===== config.mk =====
export PLATFORM = sky130hd
export DESIGN_NAME = mmu_port_arbiter
export DESIGN_NICKNAME = d
export VERILOG_FILES = /design/src/rtl/mmu_port_arbiter.sv
export SDC_FILE = /design/constraint.sdc
export NUM_CORES = 1
export LEC_CHECK = 0
export ABC_CLOCK_PERIOD_IN_PS = 1950
export BUFFER_PORTS_ARGS = -buffer_cell sky130_fd_sc_hd__buf_2
export CAP_MARGIN = 30
export CORE_MARGIN = 3
export CORE_UTILIZATION = 47
export DETAILED_ROUTE_END_ITERATION = 10
export PLACE_DENSITY = 0.76
export SYNTH_ARGS = -nofsm -noshare
export SYNTH_HDL_FRONTEND = slang
export SYNTH_SLANG_ARGS = --single-unit
export TNS_END_PERCENT = 30

===== constraint.sdc =====
create_clock -name clk -period 1.95 [get_ports clk]
set_input_delay 0.4875 -clock clk [delete_from_list [all_inputs] [get_ports clk]]
set_output_delay 0.4875 -clock clk [all_outputs]
set_load 0.01 [all_outputs]

===== src/rtl/mmu_port_arbiter.sv =====
// rtl/mmu_port_arbiter.sv - shares the MMU AXI4-Lite slave port between instruction fetch and load/store
// Optional MMU_ARB_RR_EN: round-robin arbitration instead of fixed data priority with a starvation guard.

module mmu_port_arbiter #(
   parameter int STARVE_MAX = 8,
   parameter int CNT_W      = 4
) (
   input  logic        clk,
   input  logic        rstn,
   input  logic        i_req,
   input  logic [31:0] i_addr,
   output logic        i_done,
   output logic [31:0] i_rdata,
   output logic        i_err,
   input  logic        d_req,
   input  logic        d_we,
   input  logic [31:0] d_addr,
   input  logic [31:0] d_wdata,
   input  logic [3:0]  d_wstrb,
   output logic        d_done,
   output logic [31:0] d_rdata,
   output logic        d_err,
   output logic [31:0] c_axi_araddr,
   output logic        c_axi_arvalid,
   input  logic        c_axi_arready,
   output logic [31:0] c_axi_awaddr,
   output logic        c_axi_awvalid,
   input  logic        c_axi_awready,
   output logic [31:0] c_axi_wdata,
   output logic [3:0]  c_axi_wstrb,
   output logic        c_axi_wvalid,
   input  logic        c_axi_wready,
   input  logic [31:0] c_axi_rdata,
   input  logic [1:0]  c_axi_rresp,
   input  logic        c_axi_rvalid,
   output logic        c_axi_rready,
   input  logic [1:0]  c_axi_bresp,
   input  logic        c_axi_bvalid,
   output logic        c_axi_bready,
   output logic        is_instr,
   input  logic        mmu_exc
);

   typedef enum logic [2:0] {IDLE, I_AR, I_R, D_AR, D_R, D_AW, D_W, D_B} state_t;

   state_t      r_state, w_next;
   logic        w_arb, w_pick_i, w_grant_i, w_grant_d;
   logic [31:0] r_araddr, r_awaddr, r_wdata, r_i_rdata, r_d_rdata;
   logic [3:0]  r_wstrb;
   logic        r_i_done, r_i_err, r_d_done, r_d_err;
   logic        w_unused;

`ifdef MMU_ARB_RR_EN
   logic        r_last_d;
`else
   logic [CNT_W-1:0] r_cnt;
`endif

   assign w_unused = c_axi_rresp[0] ^ c_axi_bresp[0];

   // No arbitration in a done cycle: the finishing requester's req there still belongs to the old request.
   always_comb begin
      w_arb = (r_state == IDLE) && !r_i_done && !r_d_done;
`ifdef MMU_ARB_RR_EN
      w_pick_i = (i_req && d_req) ? r_last_d : i_req;
`else
      w_pick_i = i_req && (!d_req || (r_cnt == CNT_W'(STARVE_MAX)));
`endif
      w_grant_i = w_arb && i_req && w_pick_i;
      w_grant_d = w_arb && d_req && !w_pick_i;
   end

   always_ff @(posedge clk) begin
      if (!rstn) begin
         r_state   <= IDLE;
         r_araddr  <= '0;
         r_awaddr  <= '0;
         r_wdata   <= '0;
         r_wstrb   <= '0;
         r_i_rdata <= '0;
         r_i_err   <= 1'b0;
         r_i_done  <= 1'b0;
         r_d_rdata <= '0;
         r_d_err   <= 1'b0;
         r_d_done  <= 1'b0;
      end else begin
         r_state  <= w_next;
         r_i_done <= 1'b0;
         r_d_done <= 1'b0;
         if (w_grant_i) r_araddr <= i_addr;
         if (w_grant_d) begin
            if (d_we) begin
               r_awaddr <= d_addr;
               r_wdata  <= d_wdata;
               r_wstrb  <= d_wstrb;
            end else begin
               r_araddr <= d_addr;
            end
         end
         if ((r_state == I_R) && c_axi_rvalid) begin
            r_i_rdata <= c_axi_rdata;
            r_i_err   <= c_axi_rresp[1] | mmu_exc;
            r_i_done  <= 1'b1;
         end
         if ((r_state == D_R) && c_axi_rvalid) begin
            r_d_rdata <= c_axi_rdata;
            r_d_err   <= c_axi_rresp[1] | mmu_exc;
            r_d_done  <= 1'b1;
         end
         if ((r_state == D_B) && c_axi_bvalid) begin
            r_d_err  <= c_axi_bresp[1] | mmu_exc;
            r_d_done <= 1'b1;
         end
      end
   end

`ifdef MMU_ARB_RR_EN
   always_ff @(posedge clk) begin
      if (!rstn)          r_last_d <= 1'b0;
      else if (w_grant_i) r_last_d <= 1'b0;
      else if (w_grant_d) r_last_d <= 1'b1;
   end
`else
   always_ff @(posedge clk) begin
      if (!rstn || !i_req || w_grant_i) r_cnt <= '0;
      else if (w_grant_d)               r_cnt <= r_cnt + 1'b1;
   end
`endif

   always_comb begin
      w_next = r_state;
      case (r_state)
         IDLE: begin
            if (w_grant_i)      w_next = I_AR;
            else if (w_grant_d) w_next = d_we ? D_AW : D_AR;
         end
         I_AR:    if (c_axi_arready) w_next = I_R;
         D_AR:    if (c_axi_arready) w_next = D_R;
         I_R:     if (c_axi_rvalid)  w_next = IDLE;
         D_R:     if (c_axi_rvalid)  w_next = IDLE;
         D_AW:    if (c_axi_awready) w_next = D_W;
         D_W:     if (c_axi_wready)  w_next = D_B;
         D_B:     if (c_axi_bvalid)  w_next = IDLE;
         default: w_next = IDLE;
      endcase
   end

   // Channel valids/readies decode straight from the registered state, so they are glitch-free.
   always_comb begin
      c_axi_arvalid = (r_state == I_AR) || (r_state == D_AR);
      c_axi_rready  = (r_state == I_R)  || (r_state == D_R);
      c_axi_awvalid = (r_state == D_AW);
      c_axi_wvalid  = (r_state == D_W);
      c_axi_bready  = (r_state == D_B);
      is_instr      = (r_state == I_AR) || (r_state == I_R);
   end

   assign c_axi_araddr = r_araddr;
   assign c_axi_awaddr = r_awaddr;
   assign c_axi_wdata  = r_wdata;
   assign c_axi_wstrb  = r_wstrb;
   assign i_done       = r_i_done;
   assign i_rdata      = r_i_rdata;
   assign i_err        = r_i_err;
   assign d_done       = r_d_done;
   assign d_rdata      = r_d_rdata;
   assign d_err        = r_d_err;

endmodule

**Word-level counts from Yosys, hierarchy flattened**

Cells that the tools add are included.

- Bits of input ports: 147
- Output and inout bits: 174
- Bits in registers: 175
- Logic and storage cells: 75

- Eq/ne operators: 15
- Bitwise operators: 2
- Multiplexer cells: 18
- Reductions and logical operators: 27
- Add/sub/neg operators: 1

Operators with widths:

| kind | number |
|---|---|
| $mux W32 | 3 |
| $mux W3 | 9 |
| $pmux W3 S7 | 1 |
| $eq A3 B3 Y1 const B | 4 |
| $logic_and A1 B1 Y1 | 10 |
| $reduce_and A7 Y1 | 1 |
| $eq A3 B2 Y1 const B | 2 |
| $logic_not A1 Y1 | 6 |
| $logic_or A1 B1 Y1 | 6 |
| $ne A2 B1 Y1 const B | 3 |
| $ne A2 B2 Y1 const B | 3 |
| $mux W1 | 5 |
| $add A4 B1 Y4 const B | 1 |
| $eq A4 B4 Y1 const B | 1 |
| $eq A3 B1 Y1 const B | 1 |
| $logic_not A3 Y1 | 1 |
| $ne A3 B3 Y1 const B | 1 |
| $or A1 B1 Y1 | 2 |
| $reduce_and A2 Y1 | 1 |
| $reduce_bool A2 Y1 | 1 |
| $reduce_or A2 Y1 | 1 |

**Logic depth before layout (Yosys ltp)**

- Depth after elaboration: 8
- Depth in mapped cells: 9
- Gate-level depth less buffers: 6

**Least setup slack after synthesis**

OpenSTA, ideal clock, no wires.

- Path type: input to register
- Start point: input i_req
- End point: register r_state[1]
- Required time: 1.819 ns
- Slack: 0.212 ns
- Arrival time: 1.607 ns
- Library setup time: 0.131 ns
- Stages: 4
- Path buffers: 0
- Cells stage by stage: or3b_1 -> a211o_1 -> a2111oi_2 -> a21oi_1

- Cells in the longest elaborated chain, start to end: 5
- Elaborated cells between the ends (all ways): 9
- Those cells by class: eq/ne: 1; mux: 2; reduce/logical: 6

Ends and longest elaborated chain:

| what | RTL line | source |
|---|---|---|
| start, declared | 10 | `input logic i_req,` |
| $logic_and A1 B1 Y1 | 67 | `w_pick_i = i_req && (!d_req \|\| (r_cnt == CNT_W'(STARVE_MAX)));` |
| $logic_not A1 Y1 | 70 | `w_grant_d = w_arb && d_req && !w_pick_i;` |
| $logic_and A1 B1 Y1 | 70 |  |
| $ne A3 B3 Y1 (no source line) | n/a |  |
| $reduce_and A7 Y1 (no source line) | n/a |  |
| end signal, assigned | 87 | `r_state <= w_next;` |
| end, declared | 46 | `state_t r_state, w_next;` |

Parallel ways exist; a longest one is shown, timed or not.
A chain may end at the register's enable or synchronous reset.

**Final worst setup path**

- Start point: register r_state[1]
- End point: output c_axi_rready

- Cells in the longest elaborated chain, start to end: 2
- Elaborated cells between the ends (all ways): 3
- Those cells by class: eq/ne: 2; reduce/logical: 1

Ends and longest elaborated chain:

| what | RTL line | source |
|---|---|---|
| $eq A3 B2 Y1 / $eq A3 B3 Y1 (equally long branches) | 151 | `c_axi_rready = (r_state == I_R) \|\| (r_state == D_R);` |
| $logic_or A1 B1 Y1 * | 151 |  |
| end, declared | 36 | `output logic c_axi_rready,` |

Mark *: on every way between the ends. The rest lies on a longest branch, timed or not.

==> results.sh <==
export IMPL_insertion_delay_ns=0.42
export IMPL_peakVddDrop_mv=0.792
export IMPL_worstMarginPinSlew_ns=0.367
export IMPL_synthTopCellsByArea="dfxtp_1 (51%), nand2_1 (18%), a21boi_0 (12%), a31oi_1 (2.9%), o21ai_0 (2.5%)"
export IMPL_overflow=0
export IMPL_async_reset_ff_share_pct=0
export IMPL_drive_gt1_share_pct=33.6
export IMPL_rrSetupSlack_ns=0.14
export IMPL_cts_sinks=175
export IMPL_clock_power_share_pct=31.5
export IMPL_slew_viol_final=0
export IMPL_combPwrFrac_pct=26.7
export IMPL_coreArea_um2=14100
export IMPL_multi_input_area_um2=3150
export IMPL_wl_per_cell_um=15.6
export IMPL_yosysSeqAreaShare_pct=50.6
export IMPL_synth_compound_area_share_pct=21.8
export IMPL_rsz0062_at_grt="yes"
export IMPL_syn_area_um2=6930
export IMPL_ys_warn_count=0
export IMPL_rows=43
export IMPL_rr_endpoint="c_axi_araddr[15]"
export IMPL_cts_tree="done"
export IMPL_drt_initial_drc_count=431
export IMPL_whs_endpoint="c_axi_wdata[16]"
export IMPL_final_cell_mix="nand2_1 (332), buf_2 (317), dfxtp_1 (172), a21boi_0 (114), o21ai_0 (35)"
export IMPL_die_area_um2=16200
export IMPL_yosys_area_share_xor_xnor_pct=0.379
export IMPL_cts_inserted_buffers=17
export IMPL_cap_violations=0
export IMPL_finalPower_mw=10.3
export IMPL_p_int_mw=7.02
export IMPL_post_synth_mux_area_share_pct=0.470
export IMPL_p_seq_share_pct=41.8
export IMPL_skew_ns=0.0101
export IMPL_routed_wl_mm=21.0
export IMPL_cts_setup_buffers=0
export IMPL_seqCellArea_um2=3510
export IMPL_place_gp_congestion=0.864
export IMPL_cts_max_path_buffers=2
export IMPL_power_density_nw_per_um2=1100
export IMPL_htreeDepth=4
export IMPL_grt_pass1_vias=6453
export IMPL_viasPerCell=5.05
export IMPL_cts_root_buf="clkbuf_16"
export IMPL_route_vias_total=6778
export IMPL_worst_hold_startpoint="d_wdata[16]"
export IMPL_die_w_um=127
export IMPL_switchingPower_mw=3.30
export IMPL_synth_flop_cell="dfxtp_1"
export IMPL_yosys_area_top_type="dfxtp_1"
export IMPL_synth_edf_count=0
export IMPL_cp_start_kind="flop"
export IMPL_reg2regPathDepth=7
export IMPL_area_delta_synth_final_pct=35.3
export IMPL_antenna_found_initial=4
export IMPL_leakage_nw=4.15
export IMPL_syn_inst=848
export IMPL_drc=0
export IMPL_track_usage_pct=25.2
export IMPL_nNetsFinal=1295
export IMPL_grt_max_degree=69
export IMPL_layout_commonest_cell="nand2_1"
export IMPL_synthAdderAreaFrac_pct=0.361
export IMPL_whs_ns=0.307
export IMPL_final_antenna_net_count=0
export IMPL_max_freq_mhz=529
export IMPL_reg2reg_from="r_cnt[0]"
export IMPL_grt_pass1_wl_mm=32.8
export IMPL_synthDistinctLibCells=44
export IMPL_io_buffers=318
export IMPL_worstHoldPathType="in2reg"
export IMPL_synth_top_family_by_area="simple AND/OR/NAND/NOR gates"
export IMPL_setup_tns_ns=0
export IMPL_setup_worst_path_end_class="output pin"
export IMPL_period_share_pct=96.9
export IMPL_worstPathArrival_ns=1.40
export IMPL_dieHeight_um=127
export IMPL_hold_depth=3
export IMPL_setup_viol=0
export IMPL_syn_avg_cell_area_um2=8.17
export IMPL_detailed_place_hpwl_mm=15.3
export IMPL_start_util_pct=49.0
export IMPL_status="complete, no violations"
export IMPL_worstPathMaxFanout=5
export IMPL_slew_headroom_pct=75.5
export IMPL_crit_type="reg2out"
export IMPL_yosys_area_share_simple_pct=22.2
export IMPL_clk_pin_slew_ns=0.06
export IMPL_fillCellCount=1272
export IMPL_ys_ff_latch=175
export IMPL_synth_top_area_share_pct=50.6
export IMPL_final_min_clock_period_ns=1.89
export IMPL_cp_required_ns=1.46
export IMPL_io_pin_count=321
export IMPL_finalHoldViolations=0
export IMPL_switching_share_pct=32.0
export IMPL_syn_nets=997
export IMPL_dr_pass1_iters=7
==> power groups by stage <==
stage | Clock, mW | Sequential [mW] | Combinational [mW]
after floorplan | 0 | 4.58 | 1.34
after detailed placement | 0 | 4.37 | 2.76
after CTS | 3.31 | 4.30 | 2.78
after global placement | 0 | 4.36 | 2.72
after global routing | 3.45 | 4.37 | 3.06
final | 3.25 | 4.31 | 2.76
==> how the worst max path moves through the flow <==
stage / from / to / slack (ns) / cells after the start
after CTS: r_state[2] / c_axi_wvalid / -0.05 / 4
final: r_state[1] / c_axi_rready / 0.06 / 4
after detailed placement: i_req / c_axi_araddr[15] / 0.02 / 6
after global routing: r_state[1] / c_axi_rready / -0.03 / 4
after global placement: i_req / c_axi_araddr[14] / 0.04 / 6
after floorplan: i_req / r_state[1] / 0.21 / 4
==> flip-flops by register name (all words and copies together), names as in the netlist <==
| name | cells |
|---|---|
| c_axi_wdata | 32 |
| r_cnt | 4 |
| c_axi_awaddr | 32 |
| i_done | 1 |
| i_err | 1 |
| c_axi_wstrb | 4 |
| i_rdata | 32 |
| d_done | 1 |
| r_state | 3 |
| d_err | 1 |
| c_axi_araddr | 32 |
| d_rdata | 32 |
==> worst max-delay path: stages (launching register included) <==
cell and delay (ns):
dfxtp_2 0.34, buf_4 0.15, nand2b_1 0.19, a21oi_1 0.15, buf_2 0.16
==> logic make-up after synthesis <==
logic type	Yosys count
mux	2
simple gates	381
flops	175
compound gates	217
fa+ha+maj	2
xor+xnor	3
buf+inv	68
==> stage by stage <==
stage / worst slack [ns] / area, um^2 / cells / util (%)
floorplan: 0.212 / 6930 / 848 / -
global placement: 0.0433 / 8770 / 1307 / 62.0
detailed placement: 0.0224 / 8770 / 1307 / 62.0
CTS: -0.0512 / 9340 / 1339 / 66.0
global route: -0.0252 / 9370 / 1343 / 66.2
finish: 0.0603 / 9370 / 1343 / 66.2
==> Yosys cell counts (2+ instances only) <==
master	instances
nand2_1	332
dfxtp_1	175
a21boi_0	114
clkbuf_1	39
o21ai_0	35
a31oi_1	32
buf_2	22
a21boi_1	18
nor2_1	14
a21oi_1	6
and2_1	5
inv_1	5
nand2b_1	4
nand4_1	4
nand3_1	3
nor3_1	3
or2_2	3
xnor2_1	3
and4_1	2
buf_4	2
ha_1	2
nor2b_1	2
o31ai_1	2
==> repair_timing <==
action | CTS | global route
endpoints found under the hold margin | 0 | 0
endpoints found under the setup margin | 6 | 9
pin swaps | 0 | 1
resized for setup | 1 | 7
hold buffers | 0 | 0
==> layout make-up <==
class	count	share of cell area, %
Multi-Input combinational cell	605	33.6
Clock buffer	20	4.87
Clock inverter	12	1.16
Tap cell	180	2.40
Timing Repair Buffer	342	20.2
Antenna cell	4	0.107
Sequential cell	175	37.5
Inverter	5	0.200
==> per-layer routing <==
| layer | up-vias | track usage (%) | wire length (um) |
|---|---|---|---|
| met4 | 0 | 9.84 | 537 |
| met3 | 36 | 9.24 | 1860 |
| met2 | 248 | 43.2 | 10500 |
| met1 | 3090 | 28.5 | 8070 |
| met5 | - | 0 | 0 |
| li1 | 3404 | - | - |
Note: power is estimated with default switching activity, not from simulation.
